`src/rtl/activity_led_pkg.sv`:
```
// ---------------------------------------------------------------------------
// activity_led_pkg
//
// Shared definitions for the activity LED and related indicator blocks.
//   - State encoding constants and the FSM state type used by activity_led.
//   - counterWidth(): bits needed to hold values 0..maxValue, used to size
//     phase and queue counters in LED/indicator blocks.
//   - maxOf(): larger of two integers, for sizing a counter shared by two
//     phases of different length.
// ---------------------------------------------------------------------------
package activity_led_pkg;

    localparam logic [1:0] STATE_IDLE = 2'd0;
    localparam logic [1:0] STATE_ON   = 2'd1;
    localparam logic [1:0] STATE_OFF  = 2'd2;

    typedef enum logic [1:0] {
        ST_IDLE = STATE_IDLE,
        ST_ON   = STATE_ON,
        ST_OFF  = STATE_OFF
    } state_t;

    // A counter always gets at least one bit, even for degenerate sizes.
    function automatic int counterWidth(input int maxValue);
        if (maxValue < 1) begin
            return 1;
        end
        return $clog2(maxValue + 1);
    endfunction

    function automatic int maxOf(input int a, input int b);
        return (a > b) ? a : b;
    endfunction

endpackage

```
`src/rtl/activity_led_rise_detect.sv`:
```
// ---------------------------------------------------------------------------
// rise_detect
//
// One-cycle rising-edge detector for a synchronous level signal.
//   i_clk   : clock
//   i_sig   : level input (already synchronous to i_clk)
//   o_rise  : high for the single cycle in which i_sig is high and was low
//             on the previous cycle
//
// The history register deliberately has no reset: it keeps tracking the
// input while the surrounding block is held in reset, so a level that is
// already high when reset is released is not mistaken for a new edge.
// ---------------------------------------------------------------------------
module rise_detect (
    input  logic i_clk,
    input  logic i_sig,
    output logic o_rise
);

    logic r_sigQ;

    // Previous-cycle copy of the input, updated unconditionally.
    always_ff @(posedge i_clk) begin
        r_sigQ <= i_sig;
    end

    assign o_rise = i_sig & ~r_sigQ;

endmodule

```
`src/rtl/activity_led.sv`:
```
// ---------------------------------------------------------------------------
// activity_led
//
// Stretches short activity strobes into blinks that are visible on a board
// LED. Every rising edge of i_event yields one blink: exactly ON_CYCLES
// cycles on, then at least OFF_CYCLES cycles off. Edges arriving while a
// blink is in progress are queued in a saturating counter and replayed
// back to back.
//
// Parameters:
//   ON_CYCLES   : LED-on duration in clock cycles (>= 1)
//   OFF_CYCLES  : minimum LED-off gap between blinks (>= 1)
//   MAX_PENDING : saturation value of the queued-blink counter (>= 1)
//   INVERT      : 1 makes o_led active-low
//
// Ports:
//   i_clk     : single clock for all logic
//   i_rst     : synchronous active-high reset
//   i_event   : activity strobe; a long level counts as one event
//   o_led     : registered LED pin drive, active level is ~INVERT
//   o_busy    : high while a blink (on phase or off gap) is in progress
//   o_pending : number of queued blinks
// ---------------------------------------------------------------------------
module activity_led
    import activity_led_pkg::*;
#(
    parameter int ON_CYCLES   = 2500000,
    parameter int OFF_CYCLES  = 2500000,
    parameter int MAX_PENDING = 3,
    parameter bit INVERT      = 1'b0
) (
    input  logic                                  i_clk,
    input  logic                                  i_rst,
    input  logic                                  i_event,
    output logic                                  o_led,
    output logic                                  o_busy,
    output logic [counterWidth(MAX_PENDING)-1:0]  o_pending
);

    localparam int PHASE_W = counterWidth(maxOf(ON_CYCLES, OFF_CYCLES));
    localparam int PEND_W  = counterWidth(MAX_PENDING);

    // The phase counter is loaded with length-1 and the phase ends on the
    // cycle it reads zero, so each phase lasts exactly its length.
    localparam logic [PHASE_W-1:0] ON_LOAD  = PHASE_W'(ON_CYCLES - 1);
    localparam logic [PHASE_W-1:0] OFF_LOAD = PHASE_W'(OFF_CYCLES - 1);
    localparam logic [PEND_W-1:0]  PEND_MAX = PEND_W'(MAX_PENDING);

    state_t              r_state;
    state_t              w_stateNext;
    logic [PHASE_W-1:0]  r_phase;
    logic [PHASE_W-1:0]  w_phaseNext;
    logic [PEND_W-1:0]   r_pending;
    logic [PEND_W-1:0]   w_pendingNext;
    logic                r_led;
    logic                w_rise;
    logic                w_pendInc;
    logic                w_pendDec;

    rise_detect u_riseDetect (
        .i_clk  (i_clk),
        .i_sig  (i_event),
        .o_rise (w_rise)
    );

    // Next-state, phase-counter and queue-request logic.
    // An edge seen on the last OFF cycle when nothing is queued is consumed
    // directly by starting the next blink, so it never touches the queue.
    // When something is queued, the queued blink starts and a simultaneous
    // edge takes its place, leaving the queue depth unchanged.
    always_comb begin
        w_stateNext = r_state;
        w_phaseNext = r_phase;
        w_pendInc   = 1'b0;
        w_pendDec   = 1'b0;

        case (r_state)
            ST_IDLE: begin
                if (w_rise) begin
                    w_stateNext = ST_ON;
                    w_phaseNext = ON_LOAD;
                end
            end

            ST_ON: begin
                w_pendInc = w_rise;
                if (r_phase == '0) begin
                    w_stateNext = ST_OFF;
                    w_phaseNext = OFF_LOAD;
                end else begin
                    w_phaseNext = r_phase - PHASE_W'(1);
                end
            end

            ST_OFF: begin
                if (r_phase == '0) begin
                    if (r_pending != '0) begin
                        w_stateNext = ST_ON;
                        w_phaseNext = ON_LOAD;
                        w_pendDec   = 1'b1;
                        w_pendInc   = w_rise;
                    end else if (w_rise) begin
                        w_stateNext = ST_ON;
                        w_phaseNext = ON_LOAD;
                    end else begin
                        w_stateNext = ST_IDLE;
                    end
                end else begin
                    w_pendInc   = w_rise;
                    w_phaseNext = r_phase - PHASE_W'(1);
                end
            end

            default: begin
                w_stateNext = ST_IDLE;
            end
        endcase
    end

    // Saturating queue update; an increment and a decrement in the same
    // cycle cancel, which also covers the case of a full queue.
    always_comb begin
        w_pendingNext = r_pending;
        if (w_pendInc && !w_pendDec) begin
            if (r_pending != PEND_MAX) begin
                w_pendingNext = r_pending + PEND_W'(1);
            end
        end else if (w_pendDec && !w_pendInc) begin
            w_pendingNext = r_pending - PEND_W'(1);
        end
    end

    // State, counters and the LED pin register. The LED is registered from
    // the next state so it lines up exactly with the ON state.
    always_ff @(posedge i_clk) begin
        if (i_rst) begin
            r_state   <= ST_IDLE;
            r_phase   <= '0;
            r_pending <= '0;
            r_led     <= INVERT;
        end else begin
            r_state   <= w_stateNext;
            r_phase   <= w_phaseNext;
            r_pending <= w_pendingNext;
            r_led     <= (w_stateNext == ST_ON) ^ INVERT;
        end
    end

    assign o_led     = r_led;
    assign o_busy    = (r_state != ST_IDLE);
    assign o_pending = r_pending;

endmodule

```
`config.mk`:
```
export PLATFORM = sky130hd
export DESIGN_NAME = activity_led
export DESIGN_NICKNAME = d
export VERILOG_FILES = /design/src/rtl/activity_led_pkg.sv /design/src/rtl/activity_led_rise_detect.sv /design/src/rtl/activity_led.sv
export SDC_FILE = /design/constraint.sdc
export NUM_CORES = 1
export LEC_CHECK = 0
export ABC_AREA = 1
export CAP_MARGIN = 25
export CORE_UTILIZATION = 61
export CTS_CLUSTER_DIAMETER = 150
export CTS_CLUSTER_SIZE = 12
export DETAILED_ROUTE_END_ITERATION = 16
export PLACE_DENSITY = 0.91
export SYNTH_ARGS = -nofsm -noshare
export SYNTH_HDL_FRONTEND = slang
export SYNTH_SLANG_ARGS = --single-unit
```
`constraint.sdc`:
```
create_clock -name i_clk -period 2.33 [get_ports i_clk]
set_clock_uncertainty 0.05 [all_clocks]
set_input_delay 0.233 -clock i_clk [delete_from_list [all_inputs] [get_ports i_clk]]
set_output_delay 0.233 -clock i_clk [all_outputs]
set_load 0.01 [all_outputs]
```
* Yosys cells after proc, flatten, opt, wreduce, memory -nomap -nowiden
Index checks and enable logic that the tools add are counted.
Operators by class: $add $sub $neg 3, equality and inequality tests 5, mux-type cells 20, bitwise gates (word level) 2, reductions and logical operators 11
Operator list (count):
- 22-bit 2-to-1 mux | 4
- 22-bit case mux with 3 select lines | 1
- 22-bit logical NOT | 1
- 22-bit by 1-bit subtractor with 22-bit output, second input constant | 1
- 2-bit 2-to-1 mux | 6
- 1-bit 2-to-1 mux | 7
- 2-bit case mux with 3 select lines | 1
- 2-bit nonzero test | 3
- 2-bit by 1-bit == test with 1-bit output, second input constant | 2
- 3-bit nonzero test | 1
- 2-bit by 1-bit adder with 2-bit output, second input constant | 1
- 2-bit == test, second input constant | 1
- 1-bit logical AND | 2
- 1-bit logical NOT | 2
- 2-bit logical NOT | 1
- 2-bit by 1-bit != test with 1-bit output, second input constant | 1
- 2-bit != test, second input constant | 1
- 1-bit case mux with 2 select lines | 1
- 2-bit AND reduction | 1
- 2-bit by 1-bit subtractor with 2-bit output, second input constant | 1
- 1-bit AND | 1
- 1-bit inverter | 1
Storage, ports and cells: register bits after elaboration 28, input bits 3, output and inout bits 4, logic and storage cells 46

* Longest topological paths before layout
Gate-level depths: netlist of the first run.
word-level depth 9, gate-level depth with buffers 12, gate-level depth less buffers 11

* Modules after synthesis
Synthesis of the first run repeated with hierarchy kept, for this count alone.
Second synthesis, totals: cell total of the unflattened synthesis 322, area, all modules 2183.3 sq um
Modules (own cells, without submodules):
- activity_led | instances 1, cells an instance 319, area each 2153.3 sq um, sequential area each 540.5 sq um
- rise_detect | instances 1, cells an instance 3, area each 30.0 sq um, sequential area each 20.0 sq um

* Worst setup path after synthesis of the first run
No wires, ideal clock.
path kind register to register, start point register r_state[0], end point register r_pending[0], in the netlist o_pending[0], library setup time 70 ps, data arrival time 1639 ps, required time 2210 ps, path slack 571 ps, stages on the path, launching flop included 12, path buffers 1, period minus slack after synthesis 1759 ps, path through dfxtp_1 -> inv_1 -> ha_1 -> buf_2 -> inv_2 -> nor2_4 -> inv_2 -> nor2_2 -> inv_1 -> nor2_1 -> nand2_1 -> a21oi_1
Between the ends: word-level cells in the longest chain between the ends 6, elaborated cells on any way between the ends 12, classes of those cells eq/ne: 3; mux: 3; reduce/logical: 6
Ends and longest elaborated chain:
- from (decl) | line activity_led.sv:49 | state_t r_state;
- from (signal assigned) | line activity_led.sv:142 | r_state <= w_stateNext;
- 2-bit == test / 2-bit by 1-bit == test with 1-bit output (equally long branches) | line activity_led.sv:77 | case (r_state)
- 1-bit case mux with 2 select lines / 1-bit 2-to-1 mux (equally long branches) | line activity_led.sv:77
- 1-bit logical NOT, on equally long branches | line activity_led.sv:128, activity_led.sv:124
- 1-bit logical AND, on equally long branches | line activity_led.sv:128, activity_led.sv:124
- 2-bit nonzero test (no line) / 2-bit by 1-bit != test with 1-bit output (equally long branches)
- 2-bit AND reduction (no line)
- to (signal assigned) | line activity_led.sv:144 | r_pending <= w_pendingNext;
- to (decl) | line activity_led.sv:53 | logic [PEND_W-1:0] r_pending;
Parallel ways exist; a longest one is shown, timed or not. A chain may end at the register's enable or synchronous reset.

* Worst setup path in the final report of the first run
Ends and elaborated chain as after synthesis.

==> reports/qor.txt, run 1 <==
status -> finished, final reports clean
H-tree levels -> 1
Yosys top cell area share -> 0.235
area grow syn2layout -> 7.41%
Post-route DRC -> 0
Post-CTS Setup Repair Bufs -> 0
Die Y -> 64.5 um
crit path capture type -> register
library cells used by synthesis -> 34
core area -> 3720 um2
startpoint types -> register
Num CTS Buffers -> 3
hold slack final -> 0.368 ns
Resize count post-CTS -> 0
Hold WC Path Type -> input port to register
Flop pwr share -> 0.330
Cell Int Power -> 996 uW
most numerous cell in the Yosys netlist -> nand2_1
clk slew on worst S/H paths -> 0.09 ns
Syn Inst Count -> 375
Max Clock Freq -> 0.488 GHz
diodes inserted -> 0
Overall Global Routing Usage -> 0.310
required time of the critical path -> 2.49 ns
vias in the first global route -> 2232
Initial DRC Count -> 264
DR pass1 iterations -> 7
register area share after synthesis -> 0.235
final WL -> 5960 um
Async SR Flop Fraction -> 0
YS warnings -> 0
Max clock buf depth -> 2
Sw Ratio -> 0.409
Peak VDD IR -> 0.000370 V
total gr overflow -> 0
die area -> 4160 um2
non-filler cells, final -> 427
crit path kind -> register to register
Leakage -> 0.00116 uW
clk root buf -> clkbuf_8
Period minus WS final -> 2.05 ns
DR WL/cell -> 13.9 um
PwrDens -> 658 nW/um2
Synth Area per Inst -> 6.35 um2
setup TNS -> 0 ns
Via density -> 5.92
total number of vias -> 2528
worst-path fanout max -> 10
Yosys top cell by area -> dfxtp_1
first-pass GRT wire length -> 10100 um
RD Place Congestion -> 0.960
clock power share -> 0.234
Top Ports -> 7
I/O Buffers -> 6
Hold Vio Cnt, Final -> 0
die width -> 64.5 um
top post-synthesis cells by count -> nand2_1, nand3_1, nor2_1, inv_1, a21oi_1
Final Net Count -> 390
clk sinks -> 28
combinational share of power -> 0.436
largest net degree at the start of global routing -> 34
Final Slew Violations -> 0
final core occ -> 0.689
worst-skew pair later-pin latency -> 0.29 ns
critical path arrival -> 2.21 ns
Switch Pwr -> 688 uW
dpl hpwl -> 4280 um
Netlist Area Pre-Place -> 2380 um2
register bit count reported by yosys -> 28
Initial Util -> 0.641
max capacitance violation total -> 0
Placed Cells -> 423
Synth area leaders -> dfxtp_1, nand2_1, nand3_1
initial antenna violation count -> 0
RSZ-0062 raised after global routing -> no
CTS tree -> yes
cts-stage hold buffer count -> 0
max_slew headroom -> 0.563
number of synthesized flops with an enable pin -> 0
Least-Margin Pin Slew -> 0.655 ns
Syn Nets -> 385
Final Cycle Share -> 0.880
Final ANT Viol Nets -> 0
layout cell share with drive strength beyond 1 -> 0.145
Final setup viols -> 0
Design Power -> 1680 uW
Most used DFF post-synth -> dfxtp_1
Core Rows -> 22
-- path summary, 6_finish.rpt --
path,start,endpoint,slack [ns],depth (start not counted)
setup / recovery,r_state[0]$_SDFF_PP0_,o_pending[0]$_SDFFE_PP0P_,0.28,10
hold / removal,i_event,u_riseDetect.r_sigQ$_DFF_P_,0.37,1
setup reg to reg,r_state[0]$_SDFF_PP0_,o_pending[0]$_SDFFE_PP0P_,0.28,10
hold reg to reg,r_phase[16]$_SDFFE_PP0P_,r_phase[16]$_SDFFE_PP0P_,0.54,2
-- power by group through the flow --
stage	sequential (uW)	clock, uW	combinational (uW)
after floorplan	556	0	592
after global placement	563	0	702
after detailed placement	565	0	715
after CTS	554	399	722
after global routing	560	418	810
final	556	394	734
-- sequential cells by signal, summed over array words and instances, names as in the netlist --
name and cells:
r_phase 22, u_riseDetect.r_sigQ 1, o_pending 2, o_led 1
r_state 2
-- final cells by class --
type | count | area [um2]
clock buffer | 3 | 41.3
clock inverter | 1 | 30.0
fill | 336 | 1160
inverter | 44 | 165
multi-input combinational | 292 | 1600
sequential | 28 | 561
tap | 48 | 60.1
timing repair buffer | 11 | 97.6
-- per-layer routing --
layer  wire length, um  track usage  vias to the layer above
li1                  -            -                     1233
met1              2570        0.415                     1144
met2              2770        0.499                      134
met3               466       0.0299                       17
met4               150        0.144                        0
met5                 0            0                        -
-- cell families after synthesis --
logic type / after synthesis / synth area share
XOR/XNOR: 8 / 0.0294
buffers and inverters: 55 / 0.0914
adder cells (fa/ha/maj): 7 / 0.0368
flip-flops: 28 / 0.235
AND/OR/NAND/NOR: 210 / 0.459
AO/OA/AOI/OAI: 67 / 0.149
-- cells in the final DEF (no fill, tap or decap), drive strengths merged --
cell	synthesis	layout
or2	1	1
inv	43	43
ha	7	7
xor2	5	5
o21bai	1	1
nand3	50	50
bufinv	0	1
clkinv	1	1
nor3	3	3
o21ai	27	27
a21oi	33	33
a31oi	5	5
clkdlybuf4s50	0	6
clkbuf	7	3
nor2	67	67
xnor2	3	3
dfxtp	28	28
buf	4	5
nand3b	2	2
nand2	82	82
nand4	5	5
o211ai	1	1
-- worst max-delay path: stages, from the launching register on --
cell     delay (ns)
dfxtp_1        0.45
inv_1          0.11
ha_1           0.47
inv_2          0.09
nor2_4         0.24
inv_2          0.11
nor2_2         0.11
inv_1          0.06
nor2_1         0.09
nand2_1        0.06
a21oi_1        0.13
-- per-stage QoR --
step / instance area (um2) / setup WS [ns]
3_5_place_dp: 2490 / 0.337
6_report: 2560 / 0.279
5_1_grt: 2560 / 0.0923
4_1_cts: 2560 / 0.305
2_1_floorplan: 2380 / 0.571
3_3_place_gp: 2490 / 0.466
Power figures use the tool's default switching activity.
==> inputs of run 2 (changes only) <==
- SKIP_CTS_REPAIR_TIMING: not set -> 1
==> results of run 2 <==
Same layout as run 1: the final DEF is identical, and so are final timing and power.
==> inputs of run 3 (changes only) <==
- ABC_CLOCK_PERIOD_IN_PS: not set -> 2330
- CTS_BUF_LIST: not set -> sky130_fd_sc_hd__clkbuf_8
==> results of run 3 <==
Same layout as run 1: the final DEF is identical, and so are final timing and power.
